[src/rtl/nexi_uart_pkg.sv]
// Shared definitions for the UART transmit path: data width and the
// feeder sequencer state encoding.
package nexi_uart_pkg;

    localparam int UART_DATA_W = 8;

    typedef enum logic [1:0] {
        ST_IDLE  = 2'd0,
        ST_REQ   = 2'd1,
        ST_DRAIN = 2'd2
    } feeder_state_t;

endpackage

[src/rtl/nexi_sync_fifo.sv]
// Single-clock FIFO with registered level/full/empty flags and a
// combinational head read. A push into a full FIFO is accepted only when a
// pop happens in the same cycle. Pointers wrap naturally because DEPTH is a
// power of two.
module nexi_sync_fifo #(
    parameter int DEPTH = 16,
    parameter int AW    = 4,
    parameter int W     = 8
) (
    input  logic          clk,
    input  logic          rst_n,
    input  logic          push,
    input  logic [W-1:0]  wdata,
    input  logic          pop,
    output logic [W-1:0]  rdata,
    output logic [AW:0]   level,
    output logic          full,
    output logic          empty,
    output logic          empty_next,
    output logic          push_ok
);

    localparam logic [AW:0] FULL_LVL = (AW+1)'(DEPTH);

    logic [W-1:0]  mem_r [DEPTH];
    logic [AW-1:0] wr_ptr_r;
    logic [AW-1:0] rd_ptr_r;
    logic [AW:0]   level_r;
    logic          full_r;
    logic          empty_r;
    logic [AW:0]   level_s;
    logic          pop_ok_s;
    logic          push_ok_s;

    // Accept/reject decisions and the next fill level.
    always_comb begin
        pop_ok_s  = pop & ~empty_r;
        push_ok_s = push & (~full_r | pop_ok_s);
        level_s   = level_r;
        if (push_ok_s && !pop_ok_s) begin
            level_s = level_r + (AW+1)'(1'b1);
        end else if (!push_ok_s && pop_ok_s) begin
            level_s = level_r - (AW+1)'(1'b1);
        end else begin
            level_s = level_r;
        end
    end

    // Storage array; contents are don't-care once the pointers are reset.
    always_ff @(posedge clk) begin
        if (push_ok_s) begin
            mem_r[wr_ptr_r] <= wdata;
        end
    end

    // Pointers, level and registered status flags.
    always_ff @(posedge clk or negedge rst_n) begin
        if (!rst_n) begin
            wr_ptr_r <= '0;
            rd_ptr_r <= '0;
            level_r  <= '0;
            full_r   <= 1'b0;
            empty_r  <= 1'b1;
        end else begin
            if (push_ok_s) begin
                wr_ptr_r <= wr_ptr_r + AW'(1'b1);
            end
            if (pop_ok_s) begin
                rd_ptr_r <= rd_ptr_r + AW'(1'b1);
            end
            level_r <= level_s;
            full_r  <= (level_s == FULL_LVL);
            empty_r <= (level_s == '0);
        end
    end

    assign rdata      = mem_r[rd_ptr_r];
    assign level      = level_r;
    assign full       = full_r;
    assign empty      = empty_r;
    assign empty_next = (level_s == '0);
    assign push_ok    = push_ok_s;

endmodule

[src/rtl/nexi_uart_tx_feeder.sv]
// Byte FIFO plus request sequencer in front of nexi_uart_tx. Bytes are
// offered one at a time on command_send/data; a byte is popped only once the
// transmitter acknowledges by dropping done_ack. A request that is never
// acknowledged is abandoned after REQ_TIMEOUT cycles and retried later.
module nexi_uart_tx_feeder
    import nexi_uart_pkg::*;
#(
    parameter int DEPTH       = 16,
    parameter int AW          = 4,
    parameter int REQ_TIMEOUT = 15
) (
    input  logic                   clk_1x_bps,
    input  logic                   rst_n,
    input  logic                   wr_en,
    input  logic [UART_DATA_W-1:0] wr_data,
    output logic                   full,
    output logic                   empty,
    output logic [AW:0]            level,
    output logic                   overflow,
    input  logic                   ovf_clr,
    output logic                   tx_timeout,
    output logic                   busy,
    output logic                   tx_command_send,
    output logic [UART_DATA_W-1:0] tx_data,
    input  logic                   tx_done_ack
);

    localparam int TW = $clog2(REQ_TIMEOUT);

    feeder_state_t          state_r;
    feeder_state_t          state_s;
    logic                   cmd_r;
    logic                   cmd_s;
    logic [UART_DATA_W-1:0] data_r;
    logic [UART_DATA_W-1:0] data_s;
    logic [TW-1:0]          timer_r;
    logic [TW-1:0]          timer_s;
    logic                   pop_s;
    logic                   timeout_set_s;
    logic                   ovf_r;
    logic                   ovf_s;
    logic                   tmo_r;
    logic                   tmo_s;
    logic                   busy_r;
    logic                   busy_s;

    logic [UART_DATA_W-1:0] head_s;
    logic [AW:0]            fifo_level_s;
    logic                   fifo_full_s;
    logic                   fifo_empty_s;
    logic                   empty_next_s;
    logic                   push_ok_s;

    nexi_sync_fifo #(
        .DEPTH (DEPTH),
        .AW    (AW),
        .W     (UART_DATA_W)
    ) u_fifo (
        .clk        (clk_1x_bps),
        .rst_n      (rst_n),
        .push       (wr_en),
        .wdata      (wr_data),
        .pop        (pop_s),
        .rdata      (head_s),
        .level      (fifo_level_s),
        .full       (fifo_full_s),
        .empty      (fifo_empty_s),
        .empty_next (empty_next_s),
        .push_ok    (push_ok_s)
    );

    // Sequencer next state and next values of the registered tx outputs.
    always_comb begin
        state_s       = state_r;
        cmd_s         = cmd_r;
        data_s        = data_r;
        timer_s       = timer_r;
        pop_s         = 1'b0;
        timeout_set_s = 1'b0;
        case (state_r)
            ST_IDLE: begin
                if (!fifo_empty_s && tx_done_ack) begin
                    state_s = ST_REQ;
                    cmd_s   = 1'b1;
                    data_s  = head_s;
                    timer_s = '0;
                end else begin
                    state_s = ST_IDLE;
                    cmd_s   = 1'b0;
                end
            end
            ST_REQ: begin
                if (!tx_done_ack) begin
                    // Transmitter took the byte: retire it from the FIFO.
                    pop_s   = 1'b1;
                    cmd_s   = 1'b0;
                    state_s = ST_DRAIN;
                end else if (timer_r == TW'(REQ_TIMEOUT - 1)) begin
                    // Give up; the head stays queued for a later retry.
                    cmd_s         = 1'b0;
                    timeout_set_s = 1'b1;
                    state_s       = ST_DRAIN;
                end else begin
                    timer_s = timer_r + TW'(1'b1);
                end
            end
            ST_DRAIN: begin
                if (tx_done_ack) begin
                    state_s = ST_IDLE;
                end else begin
                    state_s = ST_DRAIN;
                end
            end
            default: begin
                state_s = ST_IDLE;
                cmd_s   = 1'b0;
                timer_s = '0;
            end
        endcase
    end

    // Sticky status flags (set wins over clear) and the next busy value.
    always_comb begin
        if (wr_en && !push_ok_s) begin
            ovf_s = 1'b1;
        end else if (ovf_clr) begin
            ovf_s = 1'b0;
        end else begin
            ovf_s = ovf_r;
        end
        if (timeout_set_s) begin
            tmo_s = 1'b1;
        end else if (ovf_clr) begin
            tmo_s = 1'b0;
        end else begin
            tmo_s = tmo_r;
        end
        busy_s = (state_s != ST_IDLE) || !empty_next_s;
    end

    // Sequencer state, tx request outputs and status registers.
    always_ff @(posedge clk_1x_bps or negedge rst_n) begin
        if (!rst_n) begin
            state_r <= ST_IDLE;
            cmd_r   <= 1'b0;
            data_r  <= 8'h00;
            timer_r <= '0;
            ovf_r   <= 1'b0;
            tmo_r   <= 1'b0;
            busy_r  <= 1'b0;
        end else begin
            state_r <= state_s;
            cmd_r   <= cmd_s;
            data_r  <= data_s;
            timer_r <= timer_s;
            ovf_r   <= ovf_s;
            tmo_r   <= tmo_s;
            busy_r  <= busy_s;
        end
    end

    assign tx_command_send = cmd_r;
    assign tx_data         = data_r;
    assign overflow        = ovf_r;
    assign tx_timeout      = tmo_r;
    assign busy            = busy_r;
    assign full            = fifo_full_s;
    assign empty           = fifo_empty_s;
    assign level           = fifo_level_s;

endmodule

[config.mk]
export PLATFORM = sky130hd
export DESIGN_NAME = nexi_uart_tx_feeder
export DESIGN_NICKNAME = d
export VERILOG_FILES = /design/src/rtl/nexi_uart_pkg.sv /design/src/rtl/nexi_sync_fifo.sv /design/src/rtl/nexi_uart_tx_feeder.sv
export SDC_FILE = /design/constraint.sdc
export NUM_CORES = 1
export LEC_CHECK = 0
export BUFFER_PORTS_ARGS = -buffer_cell sky130_fd_sc_hd__buf_4
export CORE_ASPECT_RATIO = 0.5
export CORE_MARGIN = 4
export CORE_UTILIZATION = 40
export CTS_BUF_LIST = sky130_fd_sc_hd__clkbuf_2 sky130_fd_sc_hd__clkbuf_4 sky130_fd_sc_hd__clkbuf_8
export CTS_CLUSTER_SIZE = 24
export DETAILED_ROUTE_END_ITERATION = 12
export SYNTH_ARGS = -nofsm -noshare
export SYNTH_HDL_FRONTEND = slang
export SYNTH_SLANG_ARGS = --single-unit
[constraint.sdc]
create_clock -name clk_1x_bps -period 6.85 [get_ports clk_1x_bps]
set_clock_uncertainty 0.1 [all_clocks]
set_input_delay 0.685 -clock clk_1x_bps [delete_from_list [all_inputs] [get_ports clk_1x_bps]]
set_output_delay 0.685 -clock clk_1x_bps [all_outputs]
set_load 0.01 [all_outputs]
* Word level (Yosys, flattened, before mapping)
Memories as Yosys holds them, arrays and structs flattened. A register that Yosys moved wholly into a read port is not among the register bits.
Cells that the tools add are included.
** Operators by class
- $add $sub $neg :: 5
- Equal/unequal tests :: 8
- Multiplexer cells :: 25
- Bitwise operators :: 6
- Reduce and logical (&&, ||, !) cells :: 18
** Operator list (number)
- two-way mux 1 bit :: 14
- adder 4 x 1 -> 4 bit, second input constant :: 3
- two-way mux 4 bit :: 3
- case mux 4 bit (3 select lines) :: 1
- two-way mux 5 bit :: 2
- two-way mux 2 bit :: 3
- inequality test 2 bit, second input constant :: 3
- case mux 2 bit (3 select lines) :: 1
- nonzero test 2 bit :: 3
- adder 5 x 1 -> 5 bit, second input constant :: 1
- == test 5 bit, second input constant :: 1
- zero test 1 bit :: 5
- zero test 5 bit :: 1
- subtractor 5 x 1 -> 5 bit, second input constant :: 1
- == test 4 bit, second input constant :: 1
- logical AND 1 bit :: 4
- AND reduction 2 bit :: 2
- AND reduction 4 bit :: 1
- inequality test 3 bit, second input constant :: 1
- inverter 1 bit :: 3
- case mux 1 bit (3 select lines) :: 1
- bitwise AND 1 bit :: 2
- == test 2 x 1 -> 1 bit, second input constant :: 1
- == test 2 bit, second input constant :: 1
- other kinds (3) :: 3
** Storage, ports and cells
- Register bits after elaboration :: 25
- Memory bits (writable) :: 128
- Input bits :: 13
- Output and inout bits :: 19
- Word-level logic and storage cells :: 74
- Memories :: 1
** Memories
- u_fifo.mem_r :: words 16, bits a word 8, rd ports 1, clocked after memory_dff 1, wr ports 1, RTL line nexi_sync_fifo.sv:25 : logic [W-1:0] mem_r [DEPTH];

* Logic depth before layout (Yosys ltp)
Gate-level depths: netlist of the first run.
- Word-level depth :: 12
- Depth in mapped cells :: 7
- Depth with buffers taken out :: 7

* Cells and area by module
Synthesis of the first run repeated with hierarchy kept, for this count alone.
** Unflattened totals
- Cell total of the unflattened synthesis :: 366
- Area, all modules :: 6522.5 µm²
** Modules (own cells, without submodules)
- nexi_sync_fifo :: times used 1, cells each 301, area each 5716.7 µm², seq. area each 4220.3 µm²
- nexi_uart_tx_feeder :: times used 1, cells each 65, area each 805.8 µm², seq. area each 450.4 µm²

* Worst setup path before layout of the first run
Ideal clock, no wire load.
- Path type :: input to register
- From :: in tx_done_ack
- To :: mem u_fifo.mem_r[3][0] (enable)
- Library setup time :: 0.383 ns
- Data arrival time :: 2.496 ns
- Data required time :: 6.367 ns
- Setup slack :: 3.871 ns
- Stages on the path :: 6
- Path buffers :: 2
- Cell sequence :: buf_6 -> or4b_1 -> buf_2 -> a21boi_2 -> nand2_1 -> nor3_1
** On the way
- Word-level cells in the longest chain between the ends :: 7
** Ends and longest elaborated chain
- start: declaration :: RTL line nexi_uart_tx_feeder.sv:25 : input logic tx_done_ack
- two-way mux 1 bit :: RTL line nexi_uart_tx_feeder.sv:93 : if (!tx_done_ack) begin
- two-way mux 1 bit :: RTL line nexi_uart_tx_feeder.sv:80 : case (state_r)
- bitwise AND 1 bit :: RTL line nexi_sync_fifo.sv:37 : pop_ok_s = pop & ~empty_r;
- OR 1 bit :: RTL line nexi_sync_fifo.sv:38 : push_ok_s = push & (~full_r | pop_ok_s);
- bitwise AND 1 bit :: RTL line nexi_sync_fifo.sv:38
- two-way mux 1 bit :: RTL line nexi_sync_fifo.sv:51 : if (push_ok_s) begin
- two-way mux 1 bit (not written as such) :: RTL line nexi_sync_fifo.sv:52 : mem_r[wr_ptr_r] <= wdata;
- end: declaration :: RTL line nexi_sync_fifo.sv:25
Every way passes these cells.

* Final worst setup path of the first run
- From :: reg state_r[1]
- To :: mem u_fifo.mem_r[2][3] (enable)
** On the way
- Word-level cells in the longest chain between the ends :: 7
** Ends and longest elaborated chain
- start: declaration :: RTL line nexi_uart_tx_feeder.sv:30 : feeder_state_t state_r;
- start signal: assignment :: RTL line nexi_uart_tx_feeder.sv:152 : state_r <= state_s;
- == test 2 x 1 -> 1 bit :: RTL line nexi_uart_tx_feeder.sv:80
- two-way mux 1 bit :: RTL line nexi_uart_tx_feeder.sv:80
- bitwise AND 1 bit :: RTL line nexi_sync_fifo.sv:37
- OR 1 bit :: RTL line nexi_sync_fifo.sv:38
- bitwise AND 1 bit :: RTL line nexi_sync_fifo.sv:38
- two-way mux 1 bit :: RTL line nexi_sync_fifo.sv:51
- two-way mux 1 bit (not written as such) :: RTL line nexi_sync_fifo.sv:52
Every way passes these cells.

==> metrics.txt, run 1 <==
Clock power frac=a little under a quarter; initial DRC count=roughly 380; Mapped Avg Cell Area=around 17 µm²; Max Slew Vio Count=0; Rows=32; Placed Area=around 7000 µm²; Net Sw Frac=between 30% and 40%; layout cells sized above 1=~26%; Initial Util=between 40% and 50%; crit-path max FO=14; clock-pin slew on the worst setup and hold paths=~0.10 ns; total core area=approximately 16000 µm²; Unique masters post-synth=47; diode count=0; die footprint=18800 µm²; Max-Cap Viols=0; register area share after synthesis=70.6%; maximum vdd ir drop=about 0.15 mV; leading area contributor after synthesis=edfxtp_1; status=finished clean; Slew @ Worst Pin=about 1.2 ns; Hold Crit Class=input pin to asynchronous set/reset pin; detailed placement HPWL=between 8000 and 9000 µm; chip width=190 µm; Final Wtd Congestion=~0.8; clk buf depth=2; Leakage=2.56 nW; GRT Residual Overflow=0; post-synthesis xor/xnor area fraction=under 10%; root buf cell=clkbuf_8; crit path capture type=flop; Worst EP required=around 7 ns; ys async rst share=20.5%; antenna viol nets, final=0; Adder-Cell Fraction of Synth Area=about 1.7%; GRT Total Usage=between 15 and 20%; first-pass GRT wire length=approximately 21000 µm; via density per instance=5.30; post-synthesis register bit count=around 160; ys flop type=edfxtp_1; initial antenna violation count=0; Post-Syn Area=approximately 6600 µm²; pin count of the biggest net entering global routing=37; Synthesized Nets=410; vias in the first global route=around 3500; post-CTS setup buffer count=0; number of H-tree branching levels=4; Reg power frac=about 46%; Post-synth EDFFs=about 130; Net Switching=~0.0010 W; post-synthesis mux area share=between 10% and 20%; TritonCTS clock tree=done; area fraction of the dominant cell type after synthesis=58.1%; nets=441; Ports=32; Post-Route WL=around 13000 µm; average routed wire per standard cell=20.6 µm; CTS hold repair buffers=0; Final Hold Fails=0; RSZ-0062 raised after global routing=no; relative slew slack=~18%; cells resized by post-CTS repair=0; DRC=0; die height=approximately 99 µm; f_max=0.306 GHz; period utilisation layout=between 40% and 50%; TritonCTS Buffers=17; Syn Inst Count=between 300 and 400; critical path startpoint category=flop; P&R area growth vs syn=12.4%; clk_lat worst skew=between 0.4 and 0.5 ns; internal power=between 0.0015 and 0.002 W; Post-Synth Simple-Gate Area=7.53%; DR vias=between 3000 and 4000; post-route cell area=between 7000 and 8000 µm²; CP Class=flop to flop; Power Density=about 400 nW/µm²; final number of setup-violating endpoints=0; first-pass iteration count of the detailed router=4; final setup TNS=0 ns; top post-synthesis cells by area=edfxtp_1, dfrtp_1, mux4_2; Num Clock Sinks=approximately 160; yosys warns=0; largest family of logic cells by synthesized area=multiplexers; # port buffers=31; critical path arrival=3.22 ns; Tmin final=approximately 3.3 ns; Gate power share=~31%; complex-gate fraction of the synthesized area=under 10%
-- area by class of cell --
class / instances / area, µm²
fill: 1355 / 8380
sequential: 161 / 4670
multi-input combinational: 193 / 1800
tap: 221 / 277
timing repair buffer: 34 / 255
clock buffer: 18 / 241
clock inverter: 14 / 146
inverter: 12 / 45.0
-- cell usage in the layout, fill, tap and decap left out, drive strengths merged, types with 2 or more instances in the layout --
| cell type | instances |
|---|---|
| nand2 | 18 |
| clkbuf | 18 |
| xnor2 | 8 |
| or3 | 4 |
| and3 | 3 |
| buf | 34 |
| nor3 | 17 |
| dfrtp | 32 |
| nor4b | 2 |
| nand2b | 6 |
| or2 | 2 |
| clkinv | 4 |
| clkinvlp | 2 |
| a31oi | 2 |
| edfxtp | 128 |
| mux4 | 30 |
| a221o | 7 |
| a21oi | 4 |
| mux2 | 7 |
| and2 | 6 |
| nand3 | 8 |
| nor2b | 3 |
| ha | 9 |
| nand4 | 3 |
| nor2 | 18 |
| o21ai | 9 |
| inv | 19 |
| a21boi | 2 |
| o22ai | 2 |
| mux2i | 10 |
-- synth_stat cells (all sizes together) (2+ instances only) --
cell,count
edfxtp,128
dfrtp,32
mux4,30
nand2,18
nor2,18
nor3,17
inv,12
buf,11
clkbuf,11
mux2i,10
ha,9
o21ai,9
nand3,8
xnor2,8
a221o,7
mux2,7
and2,6
nand2b,6
a21oi,4
or3,4
and3,3
nand4,3
nor2b,3
a21boi,2
a31oi,2
nor4b,2
o22ai,2
or2,2
-- power by group through the flow --
| stage | clock network (W) | registers, W | logic [W] |
|---|---|---|---|
| after floorplan | 0 | 0.00132 | 0.000660 |
| after global placement | 0 | 0.00136 | 0.000923 |
| after detailed placement | 0 | 0.00136 | 0.000926 |
| after CTS | 0.000697 | 0.00134 | 0.000929 |
| after global routing | 0.000748 | 0.00136 | 0.00101 |
| final | 0.000686 | 0.00134 | 0.000916 |
-- routing by layer --
| layer | up-vias | GRT usage (%) | part of all wire, % |
|---|---|---|---|
| met5 | - | 0 | 0 |
| met1 | 1799 | 23.9 | 52 |
| li1 | 1569 | - | - |
| met2 | 88 | 20.6 | 41 |
| met3 | 5 | 4.32 | 6.0 |
| met4 | 0 | 4.33 | 0.57 |
-- metrics by stage --
step                      util, %  worst slack, ns  instances  hold slack (ns)  total power (W)
after floorplan                 -             3.87        388            0.289          0.00198
after global placement       44.6             3.30        621            0.406          0.00228
after detailed placement     44.6             3.24        621            0.412          0.00228
after CTS                    47.0             3.51        653           0.0879          0.00297
after global routing         47.0             3.31        653           0.0813          0.00312
final                        47.0             3.59        653           0.0829          0.00294
-- worst paths after layout --
kind / end / cells after the start / start / slack (ns)
max: u_fifo.mem_r[2][3] / 4 / state_r[1] / 3.59
min: u_fifo.full / 1 / rst_n / 0.08
max reg2reg: u_fifo.mem_r[2][3] / 4 / state_r[1] / 3.59
min reg2reg: overflow / 2 / overflow / 0.43
max in group asynchronous: u_fifo.empty / 1 / rst_n / 6.22
min in group clk_1x_bps: overflow / 2 / ovf_clr / 0.34
-- logic make-up after synthesis --
family / Yosys count
flops: 161
simple gates: 93
mux: 47
compound gates: 36
buf+inv: 34
fa+ha+maj: 9
xor+xnor: 8
-- sequential cells by signal, summed over array words and instances (netlist names) --
name and flops:
state_r 2, u_fifo.full 1, tx_data 8, u_fifo.mem_r 128, overflow 1, u_fifo.empty 1, timer_r 4, u_fifo.level 5
u_fifo.rd_ptr_r 4, tx_command_send 1, u_fifo.wr_ptr_r 4, tx_timeout 1, busy 1
-- critical path: stages (launching register included) --
cell      delay (ns)
dfrtp_1         0.53
or4b_1          0.69
a21boi_2        0.44
nand2_1         0.18
nor3_1          0.95
(Power assumes the default switching activity.)
==> inputs of run 2 (changes only) <==
==> constraint.sdc (replaced) <==
create_clock -name clk_1x_bps -period 2.8 [get_ports clk_1x_bps]
set_clock_uncertainty 0.1 [all_clocks]
set_input_delay 0.28 -clock clk_1x_bps [delete_from_list [all_inputs] [get_ports clk_1x_bps]]
set_output_delay 0.28 -clock clk_1x_bps [all_outputs]
set_load 0.01 [all_outputs]
==> run 2 against run 1 <==
  * Utilization up 1.1 points
  * Fmax grew 35%
  * Power rose by 140%
  * Critical endpoint is now u_fifo.mem_r[3][5]
  * Largest power group unchanged
==> metrics.txt, run 2 (synthesis results as in run 1) <==
P&R area growth vs syn=15.2%; DRC=0 (unchanged); f_max=0.412 GHz (+35%); Top reg by flops=u_fifo.mem_r; Reg power frac=46.0% (+0.5 points); initial DRC count=204 (-46%); Final Wtd Congestion=0.774 (-2.5%); die height=98.9 µm (unchanged); pin count of the biggest net entering global routing=40 (+8.1%); Num Clock Sinks=161 (unchanged); TritonCTS clock tree=done; # port buffers=31 (unchanged); Placed Area=7220 µm² (+2.4%); nets=462 (+4.8%); period utilisation layout=86.6% (+39 points); max FFs per register=128 (unchanged); commonest non-fill, non-tap cells in the layout=edfxtp_1, buf_4, dfrtp_1; post-CTS setup buffer count=0 (unchanged); Power Density=935 nW/µm² (+140%); vias in the first global route=3591 (+3.4%); via density per instance=5.15 (-2.8%); DR vias=3471 (+0.29%); clock-pin slew on the worst setup and hold paths=0.10 ns (about the same); critical path startpoint category=flop; Initial Util=41.8% (unchanged); clk buf depth=2 (unchanged); Max Slew Vio Count=0 (unchanged); Worst Min Path Start=wr_en; Final Hold Fails=0 (unchanged); average routed wire per standard cell=18.7 µm (-9.2%); antenna viol nets, final=0 (unchanged); Post-Route WL=12600 µm (-6.3%); Rows=32 (unchanged); cells resized by post-CTS repair=0 (unchanged); FF-to-FF Start=state_r[1]; layout cells sized above 1=28.9% (+3.2 points); first-pass iteration count of the detailed router=4 (unchanged); initial antenna violation count=0 (unchanged); most common cell after layout, fill and taps aside=edfxtp_1; relative slew slack=50.1% (+32 points); Net Sw Frac=33.1% (-0.71 points); root buf cell=clkbuf_8; crit path capture type=flop; CP startpoint=state_r[1]; post-route cell area=7620 µm² (+2.4%); diode count=0 (unchanged); GRT Residual Overflow=0 (unchanged); clk_lat worst skew=0.43 ns (about the same); r2r setup slk=0.38 ns (-3.21 ns); internal power=0.00476 W (+140%); Worst EP required=2.83 ns (-3.98 ns); die footprint=18800 µm² (unchanged); final number of setup-violating endpoints=0 (unchanged); total core area=15800 µm² (unchanged); CP Class=flop to flop; Slew @ Worst Pin=0.749 ns (-0.466 ns); Tmin final=2.42 ns (-0.839 ns); chip width=190 µm (unchanged); Ports=32 (unchanged); crit-path max FO=8 (-6); TritonCTS Buffers=17 (unchanged); GRT Total Usage=14.4% (-0.85 points); number of H-tree branching levels=4 (unchanged); critical path arrival=2.46 ns (-0.76 ns); Max-Cap Viols=0 (unchanged); Net Switching=0.00236 W (+140%); Clock power frac=22.5% (-0.8 points); Hold Crit Class=input pin to flop; final setup TNS=0 ns (unchanged); Gate power share=31.6% (+0.5 points); detailed placement HPWL=8130 µm (-6.2%); RSZ-0062 raised after global routing=no; Leakage=2.67 nW (+4.4%); status=finished clean; first-pass GRT wire length=20500 µm (-2.8%); maximum vdd ir drop=0.333 mV (+120%)
## run 2: cell types whose count changed in the layout (fill, tap and decap cells not counted), sizes merged
cell,previous run,this run
buf,34,53
dlygate4sd3,0,2
bufinv,1,0
clkbuf,18,17
clkinv,4,5
clkinvlp,2,3
## run 2: through the flow
step | total power, W | utilization (%) | hold slack, ns | worst slack [ns] | cells
after global routing | 0.00758 | 48.2 | 0.0236 | 0.237 | 674
final | 0.00712 | 48.2 | 0.0430 | 0.375 | 674
after detailed placement | 0.00561 | 45.6 | 0.170 | 0.303 | 640
after floorplan | 0.00485 | - | -0.116 | 0.187 | 388
after global placement | 0.00559 | 45.6 | 0.168 | 0.398 | 640
after CTS | 0.00722 | 48.2 | 0.0169 | 0.365 | 674
## run 2: what timing repair did
item | in CTS | in global routing
setup endpoints to repair | 0 | 0
hold endpoints to repair | 34 | 0
hold buffers | 2 | 0
## run 2: cell type report
class	instances	area (µm²)
multi-input combinational	193	1800
clock inverter	15	148
sequential	161	4670
clock buffer	17	234
timing repair buffer	55	443
inverter	12	45.0
tap	221	277
fill	1334	8200
## run 2: layer usage
| layer | GRT usage (%) | part of all wire, % | vias to the layer above |
|---|---|---|---|
| met4 | 4.83 | 0.63 | 0 |
| li1 | - | - | 1617 |
| met1 | 20.3 | 48 | 1780 |
| met5 | 0 | 0 | - |
| met3 | 3.36 | 4.4 | 6 |
| met2 | 22.2 | 47 | 68 |
## run 2: worst paths after layout
path	to	depth (start not counted)
setup / recovery	u_fifo.mem_r[3][5]	5
hold / removal	overflow	3
setup reg to reg	u_fifo.mem_r[3][5]	5
hold reg to reg	tx_data[3]	1
max in group asynchronous	u_fifo.empty	2
min in group asynchronous	u_fifo.level[2]	2
## run 2: worst max-delay path, stage by stage (launching register included)
cell and delay [ns]:
dfrtp_1 0.38, or4b_1 0.66, a21boi_2 0.37, nand2_1 0.23
nor3_1 0.18, buf_4 0.21
## run 2: power groups by stage
stage	sequential, W	clock, W	combinational [W]
floorplan	0.00323	0	0.00162
global placement	0.00333	0	0.00226
detailed placement	0.00333	0	0.00228
CTS	0.00328	0.00165	0.00229
global route	0.00333	0.00176	0.00249
finish	0.00327	0.00160	0.00225
